--- src/rtl/ea_sequencer.sv ---
// LC-3 effective-address sequencer: decode, one shared 16-bit adder, and an
// optional indirect pointer fetch over a req/ack handshake with timeout.
module ea_sequencer #(
  parameter int TIMEOUT = 15,
  parameter int CNT_W   = 4
) (
  input  logic        Clk,
  input  logic        Reset,
  input  logic        start,
  input  logic [15:0] IR,
  input  logic [15:0] PC,
  input  logic [15:0] BaseR,
  input  logic        mem_ack,
  input  logic [15:0] mem_rdata,
  output logic        ready,
  output logic [2:0]  sr1_sel,
  output logic        mem_req,
  output logic [15:0] mem_addr,
  output logic        done,
  output logic [15:0] EA,
  output logic        err
);

  typedef enum logic [2:0] {
    S_IDLE, S_DECODE, S_ADD, S_IND, S_DONE
  } state_t;

  state_t state, state_nx;

  logic [15:0]      ir_q, pc_q, off_q, ea_q;
  logic             base_sel_q, ind_q, err_q;
  logic [CNT_W-1:0] cnt_q;

  // decode results, registered at the end of DECODE
  logic [15:0] dec_off;
  logic        dec_base, dec_ind, dec_ill;
  logic        last_wait;

  assign last_wait = (cnt_q == CNT_W'(TIMEOUT - 1));

  always_comb begin
    dec_off  = '0;
    dec_base = 1'b0;
    dec_ind  = 1'b0;
    dec_ill  = 1'b0;
    case (ir_q[15:12])
      4'b0000, 4'b0010, 4'b0011, 4'b1110:
        dec_off = {{7{ir_q[8]}}, ir_q[8:0]};
      4'b1010, 4'b1011: begin
        dec_off = {{7{ir_q[8]}}, ir_q[8:0]};
        dec_ind = 1'b1;
      end
      4'b0100: begin
        if (ir_q[11]) dec_off = {{5{ir_q[10]}}, ir_q[10:0]};
        else          dec_base = 1'b1;
      end
      4'b1100: dec_base = 1'b1;
      4'b0110, 4'b0111: begin
        dec_base = 1'b1;
        dec_off  = {{10{ir_q[5]}}, ir_q[5:0]};
      end
      default: dec_ill = 1'b1;
    endcase
  end

  always_ff @(posedge Clk or posedge Reset) begin
    if (Reset) state <= S_IDLE;
    else       state <= state_nx;
  end

  always_comb begin
    state_nx = state;
    case (state)
      S_IDLE:   if (start) state_nx = S_DECODE;
      S_DECODE: state_nx = dec_ill ? S_DONE : S_ADD;
      S_ADD:    state_nx = ind_q ? S_IND : S_DONE;
      // ack on the final wait cycle wins over the timeout
      S_IND:    if (mem_ack || last_wait) state_nx = S_DONE;
      S_DONE:   state_nx = S_IDLE;
      default:  state_nx = S_IDLE;
    endcase
  end

  always_ff @(posedge Clk or posedge Reset) begin
    if (Reset) begin
      ir_q       <= '0;
      pc_q       <= '0;
      off_q      <= '0;
      ea_q       <= '0;
      base_sel_q <= 1'b0;
      ind_q      <= 1'b0;
      err_q      <= 1'b0;
      cnt_q      <= '0;
    end else begin
      case (state)
        S_IDLE: if (start) begin
          ir_q  <= IR;
          pc_q  <= PC;
          err_q <= 1'b0;
          cnt_q <= '0;
        end
        S_DECODE: begin
          off_q      <= dec_off;
          base_sel_q <= dec_base;
          ind_q      <= dec_ind;
          if (dec_ill) begin
            err_q <= 1'b1;
            ea_q  <= '0;
          end
        end
        S_ADD: begin
          ea_q  <= (base_sel_q ? BaseR : pc_q) + off_q;
          cnt_q <= '0;
        end
        S_IND: begin
          if (mem_ack) ea_q <= mem_rdata;
          else begin
            cnt_q <= cnt_q + 1'b1;
            if (last_wait) err_q <= 1'b1;
          end
        end
        default: ;
      endcase
    end
  end

  assign ready    = (state == S_IDLE);
  assign done     = (state == S_DONE);
  assign mem_req  = (state == S_IND);
  assign mem_addr = mem_req ? ea_q : '0;
  assign sr1_sel  = ir_q[8:6];
  assign EA       = ea_q;
  assign err      = err_q;

endmodule

--- config.mk ---
export PLATFORM = sky130hd
export DESIGN_NAME = ea_sequencer
export DESIGN_NICKNAME = d
export VERILOG_FILES = /design/src/rtl/ea_sequencer.sv
export SDC_FILE = /design/constraint.sdc
export NUM_CORES = 1
export LEC_CHECK = 0
export ABC_AREA = 0
export CAP_MARGIN = 25
export CORE_MARGIN = 4
export CORE_UTILIZATION = 53
export CTS_CLUSTER_DIAMETER = 120
export DETAILED_ROUTE_END_ITERATION = 12
export PLACE_DENSITY = 0.86
export SYNTH_ARGS = -nofsm -noshare
export SYNTH_HDL_FRONTEND = slang
export SYNTH_SLANG_ARGS = --single-unit
--- constraint.sdc ---
create_clock -name Clk -period 8.55 [get_ports Clk]
set_input_delay 1.71 -clock Clk [delete_from_list [all_inputs] [get_ports Clk]]
set_output_delay 1.71 -clock Clk [all_outputs]
set_load 0.01 [all_outputs]
# Yosys cells after proc, flatten, opt, wreduce, memory -nomap -nowiden
# Cells that the tools add are included.
# classes
n_addsub	2
eq_ne	20
n_mux	23
reduce_logical	16
# op_table
cell	count
16-bit case mux with 3 select lines	2
16-bit two-way mux	5
4-bit == test (second input constant)	5
16-bit adder	1
4-bit by 3-bit == test with 1-bit output (second input constant)	3
3-bit two-way mux	4
3-bit case mux with 4 select lines	1
4-bit case mux with 3 select lines	1
10-bit OR reduction	1
3-bit nonzero test	3
4-bit by 2-bit == test with 1-bit output (second input constant)	2
4-bit two-way mux	2
2-bit != test (second input constant)	4
3-bit by 2-bit == test with 1-bit output (second input constant)	2
1-bit two-way mux	6
3-bit AND reduction	2
6-bit OR reduction	1
5-bit AND reduction	1
4-bit by 1-bit adder with 4-bit output (second input constant)	1
4-bit logical NOT	1
2-bit by 1-bit != test with 1-bit output (second input constant)	2
2-bit AND reduction	2
2-bit OR reduction	2
3-bit by 1-bit == test with 1-bit output (second input constant)	1
6 further kinds	6
# totals
regBits	74
input_bits	68
out_inout_bits	39
word_cells	70

# Logic depth before layout (Yosys ltp)
# logic_depth
ltp_word	4
ltp_mapped	12
mapped_depth_nobuf	10

# Worst setup path after synthesis
# OpenSTA, ideal clock, no wires.
# synth_path
path_type	input-to-reg
startpoint	input port BaseR[0]
endpoint	register ea_q[10], in the netlist EA[10]
setup_ns	0.126
t_arrival_ns	3.451
required_time_ns	8.424
slack_ns	4.973
cell_stages	10
path_buffers	0
cell_sequence	mux2_2 -> ha_1 -> inv_1 -> fa_1 -> nor2b_1 -> o211ai_1 -> a21o_1 -> and2_1 -> xnor2_1 -> a221o_1
# synth_via
elab_chain_len	3
# synth_rtl
element	line_no	rtl
start: declaration	12	input logic [15:0] BaseR,
16-bit two-way mux	112	ea_q <= (base_sel_q ? BaseR : pc_q) + off_q;
16-bit adder	112	
16-bit case mux with 3 select lines	95	case (state)
end signal: assignment	112	
end signal: assignment	116	if (mem_ack) ea_q <= mem_rdata;
end: declaration	30	logic [15:0] ir_q, pc_q, off_q, ea_q;
# No other way between the ends.
# A chain may end at the register's enable or synchronous reset.

# Worst setup path in the final report
# layout_path
startpoint	register state[1]
endpoint	output port mem_req
# layout_via
elab_chain_len	1
# layout_rtl
element	line_no	rtl
start: declaration	28	state_t state, state_nx;
start signal: assignment	68	else state <= state_nx;
3-bit by 2-bit == test with 1-bit output	129	assign mem_req = (state == S_IND);
end: declaration	17	output logic mem_req,
# No other way between the ends.

==> impl_metrics.yaml <==
worst_setup_path:
  cp_max_fo: 17
  crit_arrival_ns: 2.56
  start_kind: "flop"
  worstSetupPathType: "flop to output port"
  critPathRequiredTime_ns: 6.84
  crit_path_end_kind: "output port"
hold_path:
  hp-class: "flop to flop"
job:
  maxCapViolations: 0
yosys:
  synth_area_mm2: 0.00412
  yosys_warnings: 0
  synth_top_cell_area_share_pct: 41.9
  seq_area_frac_synth_pct: 41.9
  synthTopCellsByCount: "dfrtp_1 (69), mux2_2 (45), nand2_1 (40)"
  synth_largest_area_cell: "dfrtp_1"
  synth_edf_count: 0
  syn_nets: 498
  synth_most_common_cell: "dfrtp_1"
  avgSynthCellArea_um2: 10.0
  synth_cell_types: 57
  syn-instance-count: 412
  ys_ff_latch: 69
  async_reset_ff_share_pct: 100
  synth_flop_cell: "dfrtp_1"
  synth.area.top_cells: "dfrtp_1 (42%), mux2_2 (12%), ha_1 (5.2%)"
placement:
  post-place-ws_ns: 4.23
  dp_hpwl_um: 7950
  postPlaceCellArea_mm2: 0.00520
  portBuffers: 106
  place.gp.congestion: 0.870
sta:
  setup_tns_ns: 0
  setup_viol: 0
  hold_violations: 0
  rsz0062_at_grt: "false"
  clock_skew_ns: 0.00947
  layout_min_cycle_time_ns: 4.27
  relSlewSlack_pct: 41.9
  slew_violations: 0
  period_share_pct: 50.0
  clock.fmax_mhz: 234
  finalWorstSetupSlack_ns: 4.28
  tightest_slew_ns: 0.871
power:
  leakage_nw: 2.28
  p_int_w: 0.00114
  power_frac_clock_pct: 15.0
  p_comb_share_pct: 53.9
  ir_worst_vdd_mv: 0.207
  p_seq_share_pct: 31.2
  fin_total_pwr_w: 0.00195
  power_density_mw_per_mm2: 360
  p_sw_share_pct: 41.7
  net-switching-power_w: 0.000815
layout:
  fin_area_mm2: 0.00542
  drive_gt1_share_pct: 14.9
  syn2layout_area_growth_pct: 31.4
  antenna_cells: 0
  final_nets: 592
clocking:
  cts.sinks: 69
  post_cts_buffers: 0
  clkSlewWorstSetupHoldPaths_ns: 0.08
  root_buffer: "clkbuf_8"
  clk_latency_ns: 0.36
  h-tree-depth: 3
  cts_made_buffers: 9
  clockBufferDepth: 2
  cts_tree: "done"
  cts_hold_buf: 0
  cts_resized: 0
floorplan:
  pin_count: 107
  dieWidth_um: 96.2
  fp.dieArea_mm2: 0.00926
  start_util_pct: 55.7
  coreArea_mm2: 0.00741
  die_h_um: 96.2
  row_count: 31
detailed_routing:
  totalWireLength_um: 10400
  drc: 0
  first_pass_iters: 5
  ant_nets: 0
  vias: 3536
  wl_per_cell_um: 17.1
  drt_iter0_drc: 194
  via_per_inst: 5.81
global_route:
  grt_pass1_vias: 3475
  grt.total_usage_pct: 23.5
  overflow: 0
  grt_pass1_wl_um: 16700
  grt_start_max_net_pins: 70
  antenna_found_initial: 0
status:
  status: "complete, no violations"
==> placed cells by master, fill, tap and decap left out, types with 4 or more instances in the layout <==
cell type and n:
clkdlybuf4s50_1 106, dfrtp_1 69, mux2_2 45, nand2_1 40, o21ai_0 34, a21oi_1 24
and3_1 18, nor2_1 17, ha_1 17, xnor2_1 11, clkbuf_8 9, inv_1 8
a21o_1 7, nand3_1 6, a22o_1 6, nor2b_1 5, o211ai_1 5, o221ai_1 5
nand2b_1 5, a22oi_1 5, a31oi_1 4, nand4_1 4, buf_4 4
==> per-stage QoR <==
stage          std cells  util [%]  hold WS (ns)
2_1_floorplan        412         -         0.446
3_3_place_gp         593      70.2         0.469
3_5_place_dp         593      70.2         0.484
4_1_cts              608      73.0         0.499
5_1_grt              609      73.1         0.525
6_report             609      73.1         0.494
==> flip-flops by register name (all words and copies together), names as in the netlist <==
name        count
ir_q           16
ind_q           1
base_sel_q      1
pc_q           16
cnt_q           4
state           3
off_q          11
EA             16
err             1
==> area by class of cell <==
cell class / count / area [µm²]
fill: 536 / 1990
timing repair buffer: 110 / 1090
inverter: 11 / 41.3
clock inverter: 6 / 88.8
multi-input combinational: 305 / 2220
clock buffer: 9 / 124
tap: 99 / 124
sequential: 69 / 1730
==> power groups by stage <==
| stage | Sequential [W] | Clock, W | Combinational [W] |
|---|---|---|---|
| final | 0.000608 | 0.000292 | 0.00105 |
| after global routing | 0.000628 | 0.000312 | 0.00115 |
| after CTS | 0.000605 | 0.000294 | 0.00104 |
| after detailed placement | 0.000612 | 0 | 0.00104 |
| after global placement | 0.000600 | 0 | 0.00101 |
| after floorplan | 0.000555 | 0 | 0.000785 |
==> layer usage <==
metal | global-route usage [%] | wire length (µm) | vias to the layer above
met2 | 37.1 | 5000 | 115
li1 | - | - | 1692
met3 | 5.71 | 680 | 20
met5 | 0 | 0 | -
met1 | 31.7 | 4550 | 1709
met4 | 7.82 | 204 | 0
==> worst max-delay path: stages, from the launching register on <==
cell and delay, ns:
dfrtp_1 0.60, nor2b_1 0.32, buf_4 0.26, nand2_4 0.09, clkinv_1 0.32, clkdlybuf4s50_1 0.61
==> worst paths after layout <==
| check | start | end | slack (ns) | cells after the start |
|---|---|---|---|---|
| setup / recovery | state[1] | mem_req | 4.28 | 5 |
| hold / removal | cnt_q[3] | cnt_q[3] | 0.49 | 1 |
| setup reg to reg | base_sel_q | EA[8] | 5.41 | 10 |
| hold reg to reg | cnt_q[3] | cnt_q[3] | 0.49 | 1 |
| max in group asynchronous | Reset | pc_q[12] | 6.05 | 3 |
| min in group asynchronous | Reset | cnt_q[3] | 1.92 | 3 |
==> cells by family (layout without fill, tap and decap cells) <==
kind of cell / Yosys count / count (layout) / synth area share [%]
buffers and inverters: 38 / 136 / 4.34
multiplexers: 48 / 48 / 13.0
XOR/XNOR: 12 / 12 / 2.55
adder cells (fa/ha/maj): 18 / 18 / 5.64
AO/OA/AOI/OAI: 115 / 115 / 18.7
flip-flops: 69 / 69 / 41.9
AND/OR/NAND/NOR: 112 / 112 / 13.8
Note: power is estimated with default switching activity, not from simulation.
